**src/rtl/tot_trigger_nch.sv**
```systemverilog
// tot_trigger_nch -- parametrised N-channel time-over-threshold trigger.
//
// Each sample, enabled channels above their threshold count as hits. When the
// hit count meets MULTIPLICITY, a single-bin bit is shifted into a WIDTH-deep
// sliding window. TRIG pulses for one clock once the window occupancy exceeds
// OCCUPANCY. The trigger then clears the window and its occupancy counter.
//
// Optional feature: define TOT_HOLDOFF_EN to add the HOLDOFF port. After each
// trigger the block stays disarmed for HOLDOFF samples. While it is disarmed,
// the window keeps running and is not cleared.
//
// Ports
//   CLK120        system clock
//   RESET_N       asynchronous reset, active low
//   SAMPLE_EN     strobe marking a valid sample (tie high for full rate)
//   ADC, THRES    NCH packed unsigned samples / thresholds, channel c at [c*ADC_W +: ADC_W]
//   TRIG_ENABLE   per-channel enable
//   MULTIPLICITY  channels required per bin; 0 disables the trigger
//   OCCUPANCY     TRIG fires when the occupancy is strictly greater than this
//   HOLDOFF       (TOT_HOLDOFF_EN only) re-arm holdoff in samples
//   TRIG          one-clock trigger pulse
//   SB_DEBUG      single-bin trigger bit
//   OCC_COUNT     current window occupancy
module tot_trigger_nch #(
    parameter  int NCH   = 3,
    parameter  int ADC_W = 12,
    parameter  int WIDTH = 122,
    localparam int OCC_W = $clog2(WIDTH + 1),
    localparam int MUL_W = $clog2(NCH + 1)
) (
    input  logic                 CLK120,
    input  logic                 RESET_N,
    input  logic                 SAMPLE_EN,
    input  logic [NCH*ADC_W-1:0] ADC,
    input  logic [NCH*ADC_W-1:0] THRES,
    input  logic [NCH-1:0]       TRIG_ENABLE,
    input  logic [MUL_W-1:0]     MULTIPLICITY,
    input  logic [OCC_W-1:0]     OCCUPANCY,
`ifdef TOT_HOLDOFF_EN
    input  logic [15:0]          HOLDOFF,
`endif
    output logic                 TRIG,
    output logic                 SB_DEBUG,
    output logic [OCC_W-1:0]     OCC_COUNT
);

    function automatic logic [MUL_W-1:0] hit_count(input logic [NCH-1:0] hits);
        logic [MUL_W-1:0] sum;
        sum = '0;
        for (int c = 0; c < NCH; c++) begin
            sum = sum + MUL_W'(hits[c]);
        end
        return sum;
    endfunction

`ifdef TOT_HOLDOFF_EN
    function automatic logic [15:0] dec_sat(input logic [15:0] v);
        return (v == 16'd0) ? 16'd0 : v - 16'd1;
    endfunction
`endif

    logic [NCH*ADC_W-1:0] adc_p1;
    logic [NCH*ADC_W-1:0] thres_p1;
    logic [NCH-1:0]       hit_p2;
    logic                 sb_p3;
    logic [WIDTH-1:0]     window_p4;
    logic [OCC_W-1:0]     occ_p4;
    logic                 trig_p5;

    logic [NCH-1:0]       hit_nxt;
    logic                 sb_nxt;
    logic                 win_out;
    logic [OCC_W-1:0]     occ_nxt;
    logic                 armed;
    logic                 fire;

    always_comb begin
        hit_nxt = '0;
        for (int c = 0; c < NCH; c++) begin
            hit_nxt[c] = (adc_p1[c*ADC_W +: ADC_W] > thres_p1[c*ADC_W +: ADC_W]) && TRIG_ENABLE[c];
        end
    end

    assign sb_nxt  = (MULTIPLICITY != '0) && (hit_count(hit_p2) >= MULTIPLICITY);
    assign win_out = window_p4[WIDTH-1];

    // Occupancy tracks entering minus leaving bits. It cannot pass WIDTH because only
    // WIDTH bits can be set in the window.
    always_comb begin
        occ_nxt = occ_p4;
        if (sb_p3 && !win_out) begin
            occ_nxt = occ_p4 + OCC_W'(1);
        end else if (win_out && !sb_p3) begin
            occ_nxt = occ_p4 - OCC_W'(1);
        end
    end

`ifdef TOT_HOLDOFF_EN
    logic [15:0] hoff_cnt;
    assign armed = (hoff_cnt == 16'd0);
`else
    assign armed = 1'b1;
`endif

    // A cleared count is 0, which can never exceed OCCUPANCY.
    // This keeps TRIG to a single clock.
    assign fire = armed && (occ_p4 > OCCUPANCY);

    // Stages 1-3: register inputs, per-channel hits, multiplicity decision
    always_ff @(posedge CLK120 or negedge RESET_N) begin
        if (!RESET_N) begin
            adc_p1   <= '0;
            thres_p1 <= '0;
            hit_p2   <= '0;
            sb_p3    <= 1'b0;
        end else if (SAMPLE_EN) begin
            adc_p1   <= ADC;
            thres_p1 <= THRES;
            hit_p2   <= hit_nxt;
            sb_p3    <= sb_nxt;
        end
    end

    // Stage 4: sliding window and occupancy; trigger clear overrides the sample update
    always_ff @(posedge CLK120 or negedge RESET_N) begin
        if (!RESET_N) begin
            window_p4 <= '0;
            occ_p4    <= '0;
            trig_p5   <= 1'b0;
        end else begin
            trig_p5 <= fire;
            if (fire) begin
                window_p4 <= '0;
                occ_p4    <= '0;
            end else if (SAMPLE_EN) begin
                window_p4 <= {window_p4[WIDTH-2:0], sb_p3};
                occ_p4    <= occ_nxt;
            end
        end
    end

`ifdef TOT_HOLDOFF_EN
    // Holdoff: a trigger loads HOLDOFF; each sample then counts it down to 0
    always_ff @(posedge CLK120 or negedge RESET_N) begin
        if (!RESET_N) begin
            hoff_cnt <= 16'd0;
        end else if (fire) begin
            hoff_cnt <= HOLDOFF;
        end else if (SAMPLE_EN) begin
            hoff_cnt <= dec_sat(hoff_cnt);
        end
    end
`endif

    assign TRIG      = trig_p5;
    assign SB_DEBUG  = sb_p3;
    assign OCC_COUNT = occ_p4;

endmodule

```
**config.mk**
```make
export PLATFORM = sky130hd
export DESIGN_NAME = tot_trigger_nch
export DESIGN_NICKNAME = d
export VERILOG_FILES = /design/src/rtl/tot_trigger_nch.sv
export SDC_FILE = /design/constraint.sdc
export NUM_CORES = 1
export LEC_CHECK = 0
export ABC_AREA = 1
export CAP_MARGIN = 40
export CORE_ASPECT_RATIO = 0.75
export CORE_MARGIN = 2
export CORE_UTILIZATION = 65
export DETAILED_ROUTE_END_ITERATION = 12
export DONT_BUFFER_PORTS = 1
export PLACE_DENSITY = 0.87
export SETUP_SLACK_MARGIN = 0.5
export SLEW_MARGIN = 40
export SYNTH_ARGS = -nofsm -noshare
export SYNTH_HDL_FRONTEND = slang
export SYNTH_SLANG_ARGS = --single-unit
```
**constraint.sdc**
```tcl
create_clock -name CLK120 -period 5.1 [get_ports CLK120]
set_input_delay 0.51 -clock CLK120 [delete_from_list [all_inputs] [get_ports CLK120]]
set_output_delay 0.51 -clock CLK120 [all_outputs]
set_load 0.01 [all_outputs]
```
==> flow_metrics.tcl <==
set metrics [dict create \
    cts_buffers 20 \
    wl_per_cell_um 13.82 \
    cts_tree "yes" \
    avgViaCountPerCell 5.383 \
    whs_ns -0.2888 \
    antenna-diode-count 0 \
    syn_area_per_cell_um2 8.584 \
    yosysSeqAreaShare_pct 53.62 \
    hold_viol 206 \
    seq_power_share_pct 45.3 \
    status "finished, violations left" \
    fin_util_pct 70.87 \
    relSlewSlack_pct 52.31 \
    totalWireLength_um 18010 \
    synth_cell_type_count 27 \
    path_clk_slew_ns 0.06 \
    final_cell_mix "nand2_1, dfrtp_1, a21oi_1" \
    final_common_cell "nand2_1" \
    worstSkewPairLatency_ns 0.49 \
    combPwrFrac_pct 19.2 \
    start_util_pct 66.52 \
    p_leak_nw 5.019 \
    antenna_found_initial 0 \
    post_cts_resized 0 \
    setup_viol 0 \
    cp.required_ns 5.45 \
    synth_area_um2 9614 \
    p_sw_mw 1.218 \
    drt_iter0_drc 650 \
    sw_frac_of_total_pct 30.45 \
    post_cts_buffers 0 \
    grt_pass1_vias 6495 \
    place_congestion 0.9000 \
    cts_buffer_depth 3 \
    rsz0062_at_grt "no" \
    cp.arrival_ns 2.91 \
    nFillCells 1034 \
    peakVddDrop_uv 450.5 \
    slowest_stage "buf_4" \
    cts_root_buf "clkbuf_16" \
    hpwlAfterDp_um 10720 \
    ant_nets 0 \
    grt_max_degree 237 \
    area_delta_synth_final_pct 6.546 \
    layout-drive-gt1-share_pct 7.162 \
    path_cells "ha_1 -> nand2_1 -> nor2_2 -> nand2_1 -> nand2_1 -> nand2_2 -> inv_4 -> buf_4 -> a21oi_1" \
    cp_common_cell "nand2_1" \
    p_int_mw 2.781 \
    die_area_um2 15790 \
    violations "negative hold slack" \
    cp-end-kind "register" \
    tns_ns 0 \
    slew_viol_final 0 \
    synth-seq-cells 206 \
    core.rowCount 38 \
    synth_cells 1120 \
    synth_nets 1259 \
    cpLargestDelayFamily "buffers and inverters" \
    grt_pass1_wl_um 30370 \
    fmax_ghz 0.3912 \
    die_w_um 144.4 \
    fin_crit_ns 2.556 \
    nNetsFinal 1229 \
    cpPeakStageDelay_ns 0.53 \
    worstSetupPathType "register to register" \
    max_slew.worst_pin.slew_ns 0.7154 \
    h-tree-depth 1 \
    portBuffers 0 \
    cp-start-kind "register" \
    vias 7014 \
    period_share_pct 50.12 \
    cap_violations 0 \
    synth_warnings 0 \
    grt.total_usage_pct 23.80 \
    critPathMaxFanout 60 \
    pwr-share-clk_pct 35.5 \
    crit_buf_inv 2 \
    power.density_nw_per_um2 390.3 \
    clock_sinks 206 \
    skew_ns 0.009546 \
    drc 0 \
    min_path_type "input port to asynchronous set/reset pin" \
    grt_overflow 0 \
    drtPass1Iterations 5 \
    fp.dieH_um 109.3 \
    core_um2 14450 \
    io_pins 96 \
]
-- path summary, 6_finish.rpt --
check	startpoint	end	slack, ns	cells past startpoint
max	OCC_COUNT[6]	window_p4[3]	2.54	9
min	RESET_N	thres_p1[17]	-0.29	0
max reg2reg	OCC_COUNT[6]	window_p4[3]	2.54	9
min reg2reg	adc_p1[33]	adc_p1[33]	0.48	2
max in group asynchronous	RESET_N	window_p4[112]	5.09	0
min in group CLK120	THRES[1]	thres_p1[1]	0.13	2
-- registers in the layout (all words and copies together), names as in the netlist --
signal and flops:
SB_DEBUG 1, thres_p1 36, window_p4 122, hit_p2 3, adc_p1 36, OCC_COUNT 7, TRIG 1
-- Yosys cell counts, drive strengths merged --
| cell type | instances | share of area (%) |
|---|---|---|
| nor2 | 17 | 0.69 |
| o21bai | 3 | 0.23 |
| and2 | 1 | 0.065 |
| inv | 92 | 3.6 |
| clkbuf | 32 | 1.2 |
| xor2 | 2 | 0.18 |
| o21a | 4 | 0.31 |
| a21oi | 142 | 9.1 |
| buf | 24 | 1.7 |
| dfrtp | 206 | 54 |
| nand3 | 15 | 0.78 |
| nand3b | 2 | 0.16 |
| nand4 | 7 | 0.52 |
| ha | 50 | 6.5 |
| fa | 2 | 0.42 |
| nand2 | 481 | 19 |
| o21ai | 40 | 2.1 |
-- routing by layer --
layer	global-route usage [%]	routed length [um]	vias up
met4	8.183	437	0
li1	-	-	3462
met2	36.80	8166	164
met3	4.312	923	40
met1	34.59	8482	3348
met5	0	0	-
-- kinds of logic after synthesis --
kind of cell             Yosys count  share of synthesized area, %
buffers and inverters            148                         6.559
adder cells (fa/ha/maj)           52                         6.923
flip-flops                       206                         53.62
XOR/XNOR                           2                        0.1822
AND/OR/NAND/NOR                  523                         21.02
AO/OA/AOI/OAI                    189                         11.70
-- per-stage QoR --
stage	std cells	power (mW)	setup WS (ns)	cell area [um^2]
after floorplan	1120	2.508	3.346	9614
after global placement	1268	2.569	2.534	9614
after detailed placement	1268	2.593	2.501	9614
after CTS	1303	4.025	2.537	10240
after global routing	1303	4.217	2.360	10240
final	1303	3.999	2.544	10240
-- worst register-to-register path, cell delays in order, from the launching register on --
cell,delay [ns]
dfrtp_1,0.45
ha_1,0.32
nand2_1,0.08
nor2_2,0.15
nand2_1,0.07
nand2_1,0.08
nand2_2,0.09
inv_4,0.52
buf_4,0.55
a21oi_1,0.11
-- layout make-up --
type	count	area, um^2	area share [%]
Sequential cell	206	5155	50.32
Multi-Input combinational cell	766	3829	37.38
Clock buffer	31	603.1	5.887
Inverter	92	350.3	3.420
Tap cell	200	250.2	2.443
Timing Repair Buffer	4	30.03	0.2931
Clock inverter	4	26.28	0.2565
-- power groups by stage --
stage	combinational (mW)	sequential (mW)	clock, mW
2_1_floorplan	0.688	1.82	0
3_3_place_gp	0.733	1.84	0
3_5_place_dp	0.754	1.84	0
4_1_cts	0.768	1.81	1.45
5_1_grt	0.886	1.82	1.51
6_report	0.767	1.81	1.42
No activity file was read; power rests on OpenSTA's default activity.
